## src/rtl/subleq_core_param.sv

```systemverilog
// Multi-cycle SUBLEQ core: mem[B] <= mem[B] - mem[A], branch to C when the result is <= 0.
// Memory is reached through a req/ack handshake so the external latency can vary.
module subleq_core_param #(
    parameter int          DATA_W            = 64,
    parameter int          ADDR_W            = 13,
    parameter int unsigned RESET_IP          = 0,
    parameter int          HALT_ON_SELF_JUMP = 1
) (
    input  logic              iClock,
    input  logic              iReset,
    input  logic              iRun,
    input  logic              iStep,
    output logic              oMemReq,
    output logic              oMemWe,
    output logic [ADDR_W-1:0] oMemAddr,
    output logic [DATA_W-1:0] oMemWData,
    input  logic              iMemAck,
    input  logic [DATA_W-1:0] iMemRData,
    output logic [ADDR_W-1:0] oIP,
    output logic [2:0]        oState,
    output logic              oHalted,
    output logic [31:0]       oRetired
);

    localparam int INSTR_W = 3 * ADDR_W;
    localparam logic [ADDR_W-1:0] RESET_IP_W = ADDR_W'(RESET_IP);
    localparam bit HALT_EN = (HALT_ON_SELF_JUMP != 0);

    typedef enum logic [2:0] {
        ST_FETCH  = 3'd0,
        ST_LOAD_A = 3'd1,
        ST_LOAD_B = 3'd2,
        ST_WRITE  = 3'd3,
        ST_HALT   = 3'd4
    } state_t;

    state_t              state_r;
    state_t              state_nxt;
    logic [ADDR_W-1:0]   ip_r;
    logic [ADDR_W-1:0]   ip_nxt;
    logic [INSTR_W-1:0]  instr_r;
    logic [INSTR_W-1:0]  instr_nxt;
    logic [DATA_W-1:0]   opa_r;
    logic [DATA_W-1:0]   opa_nxt;
    logic                leq_r;
    logic                leq_nxt;
    logic                step_pending_r;
    logic                step_pending_nxt;
    logic                mem_req_r;
    logic                mem_req_nxt;
    logic                mem_we_r;
    logic                mem_we_nxt;
    logic [ADDR_W-1:0]   mem_addr_r;
    logic [ADDR_W-1:0]   mem_addr_nxt;
    logic [DATA_W-1:0]   mem_wdata_r;
    logic [DATA_W-1:0]   mem_wdata_nxt;
    logic                halted_r;
    logic                halted_nxt;
    logic [31:0]         retired_r;
    logic [31:0]         retired_nxt;

    logic                ack_s;
    logic [ADDR_W-1:0]   field_b_s;
    logic [ADDR_W-1:0]   field_c_s;
    logic [ADDR_W-1:0]   rdata_a_s;
    logic [DATA_W-1:0]   sub_s;
    logic                leq_s;
    logic [ADDR_W-1:0]   ip_next_s;
    logic                self_halt_s;
    logic                step_set_s;
    logic                fetch_go_s;

    // Handshake qualification and instruction-field decode.
    always_comb begin
        ack_s       = iMemAck & mem_req_r;
        field_b_s   = instr_r[2*ADDR_W-1:ADDR_W];
        field_c_s   = instr_r[ADDR_W-1:0];
        rdata_a_s   = iMemRData[3*ADDR_W-1:2*ADDR_W];
        sub_s       = iMemRData - opa_r;
        leq_s       = sub_s[DATA_W-1] | (sub_s == {DATA_W{1'b0}});
        ip_next_s   = leq_r ? field_c_s : (ip_r + ADDR_W'(1));
        self_halt_s = HALT_EN & leq_r & (field_c_s == ip_r);
        step_set_s  = (state_r == ST_FETCH) & ~iRun & iStep;
        fetch_go_s  = iRun | step_pending_r | step_set_s;
    end

    // State register.
    always_ff @(posedge iClock) begin
        if (iReset) begin
            state_r <= ST_FETCH;
        end else begin
            state_r <= state_nxt;
        end
    end

    // Next-state logic: every transition is gated by a qualified ack except HALT.
    always_comb begin
        state_nxt = state_r;
        case (state_r)
            ST_FETCH: begin
                if (ack_s) state_nxt = ST_LOAD_A;
                else       state_nxt = ST_FETCH;
            end
            ST_LOAD_A: begin
                if (ack_s) state_nxt = ST_LOAD_B;
                else       state_nxt = ST_LOAD_A;
            end
            ST_LOAD_B: begin
                if (ack_s) state_nxt = ST_WRITE;
                else       state_nxt = ST_LOAD_B;
            end
            ST_WRITE: begin
                if (ack_s) state_nxt = self_halt_s ? ST_HALT : ST_FETCH;
                else       state_nxt = ST_WRITE;
            end
            ST_HALT:  state_nxt = ST_HALT;
            default:  state_nxt = ST_FETCH;
        endcase
    end

    // Output and datapath next values; the next request is set up on the edge that completes the current one.
    always_comb begin
        ip_nxt           = ip_r;
        instr_nxt        = instr_r;
        opa_nxt          = opa_r;
        leq_nxt          = leq_r;
        step_pending_nxt = step_pending_r;
        mem_req_nxt      = mem_req_r;
        mem_we_nxt       = mem_we_r;
        mem_addr_nxt     = mem_addr_r;
        mem_wdata_nxt    = mem_wdata_r;
        halted_nxt       = halted_r;
        retired_nxt      = retired_r;
        case (state_r)
            ST_FETCH: begin
                if (ack_s) begin
                    instr_nxt        = iMemRData[INSTR_W-1:0];
                    step_pending_nxt = 1'b0;
                    mem_req_nxt      = 1'b1;
                    mem_we_nxt       = 1'b0;
                    mem_addr_nxt     = rdata_a_s;
                end else if (!mem_req_r) begin
                    step_pending_nxt = step_pending_r | step_set_s;
                    if (fetch_go_s) begin
                        mem_req_nxt  = 1'b1;
                        mem_we_nxt   = 1'b0;
                        mem_addr_nxt = ip_r;
                    end else begin
                        mem_req_nxt  = 1'b0;
                    end
                end else begin
                    step_pending_nxt = step_pending_r | step_set_s;
                end
            end
            ST_LOAD_A: begin
                if (ack_s) begin
                    opa_nxt      = iMemRData;
                    mem_req_nxt  = 1'b1;
                    mem_we_nxt   = 1'b0;
                    mem_addr_nxt = field_b_s;
                end else begin
                    mem_req_nxt  = mem_req_r;
                end
            end
            ST_LOAD_B: begin
                // The write-data register doubles as the latched difference.
                if (ack_s) begin
                    leq_nxt       = leq_s;
                    mem_req_nxt   = 1'b1;
                    mem_we_nxt    = 1'b1;
                    mem_addr_nxt  = field_b_s;
                    mem_wdata_nxt = sub_s;
                end else begin
                    mem_req_nxt   = mem_req_r;
                end
            end
            ST_WRITE: begin
                if (ack_s) begin
                    if (retired_r != 32'hFFFF_FFFF) retired_nxt = retired_r + 32'd1;
                    else                            retired_nxt = retired_r;
                    if (self_halt_s) begin
                        mem_req_nxt = 1'b0;
                        mem_we_nxt  = 1'b0;
                        halted_nxt  = 1'b1;
                    end else begin
                        ip_nxt       = ip_next_s;
                        mem_req_nxt  = iRun;
                        mem_we_nxt   = 1'b0;
                        mem_addr_nxt = ip_next_s;
                    end
                end else begin
                    mem_req_nxt = mem_req_r;
                end
            end
            ST_HALT: begin
                mem_req_nxt = 1'b0;
                mem_we_nxt  = 1'b0;
                halted_nxt  = 1'b1;
            end
            default: begin
                mem_req_nxt = 1'b0;
                mem_we_nxt  = 1'b0;
            end
        endcase
    end

    // Datapath and registered-output storage; reset drops any in-flight request.
    always_ff @(posedge iClock) begin
        if (iReset) begin
            ip_r           <= RESET_IP_W;
            instr_r        <= {INSTR_W{1'b0}};
            opa_r          <= {DATA_W{1'b0}};
            leq_r          <= 1'b0;
            step_pending_r <= 1'b0;
            mem_req_r      <= 1'b0;
            mem_we_r       <= 1'b0;
            mem_addr_r     <= {ADDR_W{1'b0}};
            mem_wdata_r    <= {DATA_W{1'b0}};
            halted_r       <= 1'b0;
            retired_r      <= 32'd0;
        end else begin
            ip_r           <= ip_nxt;
            instr_r        <= instr_nxt;
            opa_r          <= opa_nxt;
            leq_r          <= leq_nxt;
            step_pending_r <= step_pending_nxt;
            mem_req_r      <= mem_req_nxt;
            mem_we_r       <= mem_we_nxt;
            mem_addr_r     <= mem_addr_nxt;
            mem_wdata_r    <= mem_wdata_nxt;
            halted_r       <= halted_nxt;
            retired_r      <= retired_nxt;
        end
    end

    assign oMemReq   = mem_req_r;
    assign oMemWe    = mem_we_r;
    assign oMemAddr  = mem_addr_r;
    assign oMemWData = mem_wdata_r;
    assign oIP       = ip_r;
    assign oState    = state_r;
    assign oHalted   = halted_r;
    assign oRetired  = retired_r;

endmodule

```

## config.mk

```make
export PLATFORM = sky130hd
export DESIGN_NAME = subleq_core_param
export DESIGN_NICKNAME = d
export VERILOG_FILES = /design/src/rtl/subleq_core_param.sv
export SDC_FILE = /design/constraint.sdc
export NUM_CORES = 1
export LEC_CHECK = 0
export CORE_MARGIN = 4
export CORE_UTILIZATION = 50
export CTS_CLUSTER_SIZE = 40
export DETAILED_ROUTE_END_ITERATION = 10
export GPL_TIMING_DRIVEN = 0
export PLACE_DENSITY = 0.76
export SKIP_LAST_GASP = 1
export SYNTH_ARGS = -nofsm -noshare
export SYNTH_HDL_FRONTEND = slang
export SYNTH_SLANG_ARGS = --single-unit
```

## constraint.sdc

```tcl
create_clock -name iClock -period 3.4 [get_ports iClock]
set_clock_uncertainty 0.2 [all_clocks]
set_input_delay 0.34 -clock iClock [delete_from_list [all_inputs] [get_ports iClock]]
set_output_delay 0.34 -clock iClock [all_outputs]
set_load 0.03 [all_outputs]
```

==> metrics <==
Synth Area in Adders 0.0634; vias per cell 5.89; Final Util 0.664; most frequent cell after synthesis nand2_1; Rel. slew slack 0.229; Req. time, crit path 3640 ps; CP max stage delay 410 ps; Die Ht 170 µm; fin cells 2384; total track usage 0.322; Slew @ Worst Pin 1160 ps; filler cell count in the final layout 2328; period utilisation layout 1.13; worst skew pair latency 540 ps; synth unique cells 72; H-tree depth 1; mux cell area share after synthesis 0.0224; synthesis-to-layout area growth 31.2%; CTS max path bufs 3; Critical Path End Type flop; HPWL after DPL 37700 µm; Syn Nets 1925; failing checks hold timing, setup timing; Reg area 4410 µm²; area of the multi-input gates 8700 µm²; gr ovfl total 0; Post-synth EDFFs 0; Synth Area in Compound Gates 0.217; Post-synth top cells 379 x nand2_1, 252 x a21oi_1, 220 x dfxtp_1; first-pass GRT wire length 74400 µm; ratio of cells with drive above 1 in the final layout 0.0967; drt total wl 48600 µm; vias in the first global route 13200; Slew Limit Fails 0; Max Freq 259 MHz; I/O pin cnt 197; die area 29000 µm²; clk slew on worst S/H paths 60 ps; crit path DAT 4090 ps; Sink Count 220; Fin. Hold Viols 3; Async S/R FF share, synth 0; worst-path fanout max 6; Root Driver clkbuf_16; drt pass-1 iters 10; Primary FF master, synth dfxtp_1; Syn Std Cell Area 13100 µm²; Max-Cap Viols 0; via count 14000; post-route worst setup slack -459 ps; WHS -23.6 ps; dominant cell type by area after synthesis dfxtp_1; gp weighted congestion 0.995; Synth Register Bits 220; Startpoint Class flop; Initial Util 0.506; cells after synthesis 1790; Peak VDD IR 0.000456 V; largest family of logic cells by synthesized area simple AND/OR/NAND/NOR gates; overall die width 170 µm; initial antenna violation count 1; top cell type's share of synthesized area 0.335; DR DRC count 0; nets 2166; # placed instances 2322; CTS buffer count 26; CTS tree yes; post-synthesis sequential area ratio 0.335; Leak Pwr 5.83 nW; power density cells 409 nW/µm²; RSZ-0062 raised after global routing true; largest net degree at the start of global routing 14; fraction of the mapped netlist area in simple logic gates 0.239; Hold/Removal Path Class primary input to flop; row count 59; initial drt markers 1403; final setup vio count 4; slowest library cell on the worst path ha_1; fin crit period 3860 ps; Synth Area in XOR/XNOR 0.0706; Crit Path Class flop to flop; PortBufs 196; Routed WL per cell 20.4 µm; ranking of synthesized cells by area dfxtp_1 33%, nand2_1 11%, a21oi_1 9.6%; area of the core 26000 µm²; worst path cell trace inv_1, ha_1, a21oi_2, o31a_1, o221ai_1, a2111o_1, a2111o_1, nor4b_2, nand4_1, nor4_2, nor4b_2, nand4b_1, o41ai_2; status complete, but fails checks; Mapped Avg Cell Area 7.35 µm²; Routed Antenna Nets 0; Ys Warns 0
[metal layers]
layer  GRT usage  up-vias  part of all wire
met5           0        -                 0
met4      0.0885        0             0.032
met3      0.0455       92             0.073
met2       0.523      564              0.45
met1       0.450     6693              0.44
li1            -     6695                 -
[path summary, 6_finish.rpt]
kind,startpoint,endpoint,slack [ps],cells after the start
setup / recovery,opa_r[56],leq_r,-460,13
setup reg to reg,opa_r[56],leq_r,-460,13
hold / removal,iMemRData[3],opa_r[3],-20,3
hold reg to reg,opa_r[31],opa_r[31],250,2
[placed cells by master (no fill, tap or decap), drive strengths merged, types with 7 or more instances in the layout]
master / synthesis / final
mux2i: 17 / 17
inv: 82 / 82
a21o: 17 / 17
or3: 22 / 22
o31ai: 10 / 10
and3: 13 / 13
o211ai: 11 / 11
nor2: 134 / 134
nand2: 380 / 380
xnor2: 41 / 41
clkbuf: 88 / 114
xor2: 65 / 65
ha: 65 / 65
dfxtp: 220 / 220
a222oi: 11 / 11
o21bai: 9 / 9
clkdlybuf4s50: 0 / 190
o21a: 12 / 12
nor3: 41 / 41
mux2: 11 / 11
o21ai: 72 / 72
buf: 11 / 37
nand3: 40 / 40
nand4: 34 / 34
nor4: 7 / 7
or2: 8 / 8
nand2b: 8 / 8
a211oi: 33 / 33
a21oi: 252 / 252
a31oi: 7 / 7
[worst max-delay path, delay by kind of cell (launching register included)]
kind,cells,cell delay (ps)
adders and majority gates,1,410
DFF,1,330
buffers and inverters,1,50
AOI/OAI and AO/OA,6,1590
and+or+nand+nor,5,1170
[repair_timing]
item                                   CTS  global route
pin swaps                               23            35
cloned                                   0             0
endpoints found under the hold margin    0             1
buffers inserted                        14            14
gates resized for setup                 60            77
setup endpoints to repair               27            48
hold buffers                             0             1
[through the flow]
step | area, µm² | total power (W) | setup WS (ps) | hold WS, ps | setup TNS, ps
floorplan | 13200 | 0.00358 | 7.56 | 236 | 0
global placement | 15600 | 0.00406 | -1580 | 237 | -109490
detailed placement | 15600 | 0.00407 | -1520 | 242 | -39350
CTS | 16800 | 0.00699 | -342 | 85.6 | -645
global route | 17300 | 0.00730 | -632 | 3.42 | -1860
finish | 17300 | 0.00706 | -459 | -23.6 | -1020
[flip-flops by register name, indices dropped and copies added (netlist names)]
name,count
oMemWData,64
oState,3
instr_r,26
step_pending_r,1
oMemAddr,13
opa_r,64
oMemReq,1
oRetired,32
oMemWe,1
oIP,13
leq_r,1
oHalted,1
[cell type report]
type | count | share of cell area
multi-input combinational | 1389 | 0.504
sequential | 220 | 0.256
timing repair buffer | 224 | 0.127
clock buffer | 36 | 0.0428
tap | 335 | 0.0243
buffer | 88 | 0.0202
inverter | 82 | 0.0178
clock inverter | 9 | 0.00812
antenna | 1 | 0.000145
[logic make-up after synthesis]
kind of cell               after synthesis
buffers and inverters                  181
DFF                                    220
AOI/OAI and AO/OA                      475
muxes                                   28
and+or+nand+nor                        714
xor gates and xnor gates               106
adders and majority gates               66
[power breakdown]
part	switching, W	total (W)	internal [W]	leakage, nW
Sequential	0.0000472	0.00270	0.00265	1.78
Clock	0.00114	0.00288	0.00174	0.424
Combinational	0.000935	0.00148	0.000548	3.63
Note: power is estimated with default switching activity, not from simulation.
